[config.mk]
export PLATFORM = sky130hd
export DESIGN_NAME = regfile_dump
export DESIGN_NICKNAME = d
export VERILOG_FILES = /design/src/rtl/regfile_dump_pkg.sv /design/src/rtl/regfile_dump.sv
export SDC_FILE = /design/constraint.sdc
export NUM_CORES = 1
export LEC_CHECK = 0
export CORE_UTILIZATION = 42
export DETAILED_ROUTE_END_ITERATION = 8
export GPL_ROUTABILITY_DRIVEN = 1
export PLACE_DENSITY = 0.78
export SLEW_MARGIN = 20
export SYNTH_ARGS = -nofsm -noshare
export SYNTH_HDL_FRONTEND = slang
export SYNTH_SLANG_ARGS = --single-unit
[constraint.sdc]
create_clock -name clk -period 2.8 [get_ports clk]
set_clock_uncertainty 0.1 [all_clocks]
set_input_delay 0.42 -clock clk [delete_from_list [all_inputs] [get_ports clk]]
set_output_delay 0.42 -clock clk [all_outputs]
set_load 0.01 [all_outputs]
[src/rtl/regfile_dump_pkg.sv]
// Shared constants and state encoding for the register-file dump engine.
package regfile_dump_pkg;

    localparam int DEF_WIDTH  = 32;
    localparam int DEF_DEPTH  = 32;
    localparam int DEF_ADDR_W = 5;

    typedef enum logic [1:0] {
        IDLE  = 2'd0,
        RUN   = 2'd1,
        DRAIN = 2'd2
    } state_t;

endpackage

[src/rtl/regfile_dump.sv]
// Walks [start_addr, end_addr] over one async register-file read port and
// streams {addr, data, last} beats out over valid/ready.
module regfile_dump
    import regfile_dump_pkg::*;
#(
    parameter int WIDTH  = DEF_WIDTH,
    parameter int DEPTH  = DEF_DEPTH,
    parameter int ADDR_W = DEF_ADDR_W
) (
    input  logic              clk,
    input  logic              rst_n,
    input  logic              start,
    input  logic [ADDR_W-1:0] start_addr,
    input  logic [ADDR_W-1:0] end_addr,
    output logic [ADDR_W-1:0] rd_addr,
    input  logic [WIDTH-1:0]  rd_data,
    output logic              out_valid,
    input  logic              out_ready,
    output logic [ADDR_W-1:0] out_addr,
    output logic [WIDTH-1:0]  out_data,
    output logic              out_last,
    output logic              busy,
    output logic              done,
    output logic              err
);

    localparam logic [ADDR_W:0] MAX_ADDR = (ADDR_W+1)'(DEPTH - 1);

    state_t            state;
    logic [ADDR_W-1:0] ptr;
    logic [ADDR_W-1:0] end_q;
    logic              load;
    logic              bad_range;

    // ptr is itself a flop, so the read address stays a registered output.
    assign rd_addr   = ptr;
    assign busy      = (state != IDLE);
    assign load      = (state == RUN) && (!out_valid || out_ready);
    assign bad_range = (start_addr > end_addr) || ({1'b0, end_addr} > MAX_ADDR);

    always_ff @(posedge clk or negedge rst_n) begin
        if (!rst_n) begin
            state     <= IDLE;
            ptr       <= '0;
            end_q     <= '0;
            out_valid <= 1'b0;
            out_addr  <= '0;
            out_data  <= '0;
            out_last  <= 1'b0;
            done      <= 1'b0;
            err       <= 1'b0;
        end else begin
            done <= 1'b0;
            err  <= 1'b0;
            case (state)
                IDLE: begin
                    if (start) begin
                        if (bad_range) begin
                            err <= 1'b1;
                        end else begin
                            ptr   <= start_addr;
                            end_q <= end_addr;
                            state <= RUN;
                        end
                    end
                end
                RUN: begin
                    if (load) begin
                        out_data  <= rd_data;
                        out_addr  <= ptr;
                        out_valid <= 1'b1;
                        out_last  <= (ptr == end_q);
                        // Stop on the last address so ptr can never wrap.
                        if (ptr == end_q) state <= DRAIN;
                        else              ptr   <= ptr + ADDR_W'(1);
                    end
                end
                DRAIN: begin
                    if (out_ready) begin
                        out_valid <= 1'b0;
                        out_last  <= 1'b0;
                        done      <= 1'b1;
                        state     <= IDLE;
                    end
                end
                default: state <= IDLE;
            endcase
        end
    end

endmodule
Word-level counts from Yosys, hierarchy flattened
Index checks and enable logic that the tools add are counted.
{ "classes": {"eq_ne": 9, "order_cmp": 1, "addsub": 1, "bitwise": 1, "n_reduce_logical": 12, "muxes": 21} }
{ "ops": {"columns": ["operator", "count"], "rows": [
  ["$mux 5", 4],
  ["$mux 2", 5],
  ["$ne 2x2->1 const B", 5],
  ["$pmux 5 s2", 1],
  ["$reduce_and 5->1", 2],
  ["$mux 1", 8],
  ["$pmux 2 s3", 1],
  ["$reduce_and 3->1", 2],
  ["$reduce_bool 2->1", 3],
  ["$add 5x1->5 const B", 1],
  ["$eq 5x5->1", 1],
  ["$gt 5x5->1", 1],
  ["$pmux 1 s2", 2],
  ["$eq 2x1->1 const B", 1],
  ["$eq 2x2->1 const B", 1],
  ["$logic_not 2->1", 1],
  ["$ne 2x1->1 const B", 1],
  ["$reduce_and 2->1", 1],
  ["$logic_and 1x1->1", 1],
  ["$logic_not 1->1", 1],
  ["$logic_or 1x1->1", 1],
  ["$not 1->1", 1]
]} }
{ "totals": {"inputBits": 46, "regBits": 53} }

Logic depth before layout (Yosys ltp)
{ "logic_depth": {"ltp_word": 5, "mapped_depth": 7} }

Worst setup path after synthesis
OpenSTA, ideal clock, no wires.
{ "synth_path": {"kind": "input-to-reg", "from": "in end_addr[4]", "to": "reg ptr[0], in the netlist rd_addr[0]", "required_ps": 2574, "setup_slack_ps": 736, "setup_time_ps": 126, "path_stages": 7, "t_arrival_ps": 1839, "cell_sequence": "inv_1 ha_1 nand4_1 or2_4 a21oi_4 o22ai_4 a221o_1"} }
{ "synth_via": {"elab_chain_cells": 3} }
{ "synth_lines": {"columns": ["element", "line", "source"], "rows": [
  ["start: declaration", "regfile_dump.sv:14", "input logic [ADDR_W-1:0] end_addr,"],
  ["$gt 5x5->1", "regfile_dump.sv:39", "assign bad_range = (start_addr > end_addr) || ({1'b0, end_addr} > MAX_ADDR);"],
  ["$ne 2x2->1 (no line)", null, null],
  ["$reduce_and 5->1 (no line)", null, null],
  ["end signal: assignment", "regfile_dump.sv:61", "ptr <= start_addr;"],
  ["end signal: assignment", "regfile_dump.sv:75", "else ptr <= ptr + ADDR_W'(1);"],
  ["end: declaration", "regfile_dump.sv:30", "logic [ADDR_W-1:0] ptr;"]
]} }
Every way passes these cells.
A chain may end at the register's enable or synchronous reset.

Worst setup path in the final report
Same ends and word-level chain as after synthesis.

==> summary.md <==
| Metric | Value |
|---|---|
| Outcome | complete, no violations |
| Cell Pwr Density | 929 nW/um^2 |
| DR vias/cell | 4.64 |
| Sequential Area | 1330 sq um |
| Area fraction in compound gates after synthesis | 5.12% |
| Post-CTS sizing | 0 |
| 1st-pass router iterations | 4 |
| LEAKAGE | 1.65 nW |
| Most frequent cells in the layout | nand2_1 (122), clkdlybuf4s50_1 (91), dfrtp_1 (53) |
| 1st-iter DRT viols | 52 |
| Initial antenna violation count | 0 |
| Crit-path slowest cell | clkdlybuf4s50_1 |
| Root buffer cell | clkbuf_8 |
| Number of max-cap violations | 0 |
| IO Count | 93 |
| Synth Area per Inst | 9.29 sq um |
| Tightest Hold Check Type | in2async |
| Tot Pwr | 3.19 mW |
| PortBufs | 92 |
| DRC | 0 |
| Post-DR wirelength/cell | 12.4 um |
| Layout Area Growth over Synthesis | 47.9% |
| Synth Area in Adders | 3.23% |
| FFs w/ async S/R, synth | 100% |
| RSZ-0062 raised after global routing | no |
| Initial Util | 44.6% |
| Largest family of logic cells by synthesized area | simple AND/OR/NAND/NOR gates |
| Clock tree buffer depth | 2 |
| DP HPWL | 3.78 mm |
| Mapped Area | 2320 sq um |
| Hold_buf cts | 0 |
| Switching pwr | 1.09 mW |
| First-pass GRT wire length | 8.91 mm |
| Slew Limit Fails | 0 |
| Simple-Gate Fraction of Synth Area | 23.8% |
| Internal cell power | 2.11 mW |
| Postcts setup bufs | 0 |
| Cell variety after synth | 27 |
| CTS Buf Count | 5 |
| Mapped Cells | 250 |
| Post-synthesis xor/xnor area fraction | 3.02% |
| Die area | 5830 sq um |
| Fmax | 0.415 GHz |
| Share of cells above drive strength 1 | 7.83% |
| Worst-path clk slew | 0.09 ns |
| Vias | 1925 |
| Slew HR | 53.9% |
| Final Hold Viols | 0 |
| TNS Setup | 0 ns |
| Sequential share of power | 39.2% |
| Worst-skew pair later-pin latency | 0.30 ns |
| Overflow after GRT | 0 |
| Number of H-tree levels | 2 |
| Die X-Extent | 76.4 um |
| WP data arrival | 2.50 ns |
| Final #Nets | 396 |
| Seq/Total Area, Yosys | 57.1% |
| Syn nets | 302 |
| Worst slack, placed | 0.0829 ns |
| Final wirelength | 5.16 mm |
| Number of synthesized flops with an enable pin | 0 |
| Routed Antenna Nets | 0 |
| Setup violators final | 0 |
| WHS | 0.114 ns |
| CTS tree | built |
| Core ar. | 5200 sq um |
| Commonest non-fill, non-tap cell in the layout | nand2_1 |
| Min Tclk post-route | 2.41 ns |
| Critical-path maximum fanout | 9 |
| Sw Share | 34.0% |
| Sink Count | 53 |
| Required time of the critical path | 2.88 ns |
| Final worst slack | 0.388 ns |
| Filler cell count | 447 |
| Setup crit end kind | register |
| ANT cells | 0 |
| Peak VDD IR | 0.508 mV |
| Die H | 76.4 um |
| Placement Rows | 26 |
| GRT Resource Usage Total | 19.3% |
| Worst slew pin tran | 0.690 ns |
| Clock share of power | 16.6% |
| Top_reg_cell synth | dfrtp_1 |
| Post-synthesis mux area share | 4.36% |
| Vias in the first global route | 1859 |
| Flops & latches, synth | 53 |
| Critical path startpoint category | input port |
| CP max stage delay | 0.48 ns |
| Global placer's final weighted congestion | 0.802 |
| Part of the cycle the worst path needs | 86.1% |
| Worst-path cell chain | clkdlybuf4s50_1 > inv_1 > ha_1 > a21oi_1 > o221ai_1 > a21oi_4 > o22ai_4 > a221o_1 |
| Kind of critical path | in2reg |
| Largest net degree at the start of global routing | 54 |
| Synth Warn # | 0 |
| Gate power share | 44.3% |
| Footprint of the multi-input gates | 918 sq um |
[power groups by stage]
stage | Combinational, mW | Sequential [mW] | Clock [mW]
2_1_floorplan | 0.650 | 1.33 | 0
3_3_place_gp | 1.40 | 1.25 | 0
3_5_place_dp | 1.43 | 1.26 | 0
4_1_cts | 1.44 | 1.25 | 0.542
5_1_grt | 1.56 | 1.29 | 0.576
6_report | 1.41 | 1.25 | 0.529
[worst max-delay path, delay by kind of cell]
kind	cells	cell delay (ns)
compound gates	5	1.25
fa+ha+maj	1	0.30
buf+inv	2	0.53
[synthesized netlist by cell type, drive strengths merged (2+ instances only)]
master  instances  area [sq um]
dfrtp          53          1330
nor2            8          30.0
nand2         122           458
mux2            9           101
ha              6          75.1
xnor2           3          26.3
nand3           4          20.0
inv             9          33.8
a21oi           6          41.3
o21ai           2          10.0
xor2            5          43.8
clkbuf          4          15.0
or2             2          15.0
buf             6          30.0
[registers in the layout, summed over array words and instances (netlist names)]
name and count:
state 2, done 1, end_q 5, out_data 32, err 1, out_addr 5
out_last 1, rd_addr 5, out_valid 1
[worst paths after layout]
| kind | cells past startpoint | from | slack, ns | endpoint |
|---|---|---|---|---|
| min in group clk | 2 | out_addr[0]$_DFFE_PN0P_ | 0.38 | out_addr[0]$_DFFE_PN0P_ |
| max reg2reg | 5 | rd_addr[1]$_DFFE_PN0P_ | 0.78 | rd_addr[2]$_DFFE_PN0P_ |
| max in group asynchronous | 2 | rst_n | 2.04 | out_data[12]$_DFFE_PN0P_ |
| max | 8 | end_addr[4] | 0.39 | rd_addr[0]$_DFFE_PN0P_ |
| min | 2 | rst_n | 0.11 | err$_DFF_PN0_ |
| min reg2reg | 2 | out_addr[0]$_DFFE_PN0P_ | 0.38 | out_addr[0]$_DFFE_PN0P_ |
[metrics by stage]
| stage | util, % | instance area (sq um) | instances |
|---|---|---|---|
| 2_1_floorplan | - | 2320 | 250 |
| 3_3_place_gp | 63.8 | 3320 | 407 |
| 3_5_place_dp | 63.8 | 3320 | 407 |
| 4_1_cts | 66.0 | 3440 | 415 |
| 5_1_grt | 66.0 | 3440 | 415 |
| 6_report | 66.0 | 3440 | 415 |
[metal layers]
layer	GRT usage, %	wire (um)	up-vias
met5	0	0	-
met4	6.35	72	0
met3	3.47	219	6
met2	30.9	2400	63
met1	26.5	2470	886
li1	-	-	970
[area by class of cell]
class                           instances  share of cell area [%]
Timing Repair Buffer                   97                    27.7
Multi-Input combinational cell        178                    26.7
Clock buffer                            7                    2.51
Inverter                                9                   0.983
Clock inverter                          1                   0.874
Tap cell                               70                    2.55
Sequential cell                        53                    38.6
[cells by family after synthesis]
family	count (synthesis)
simple gates	141
compound gates	14
fa+ha+maj	6
mux	9
xor+xnor	8
flops	53
buf+inv	19
Power figures use the tool's default switching activity.
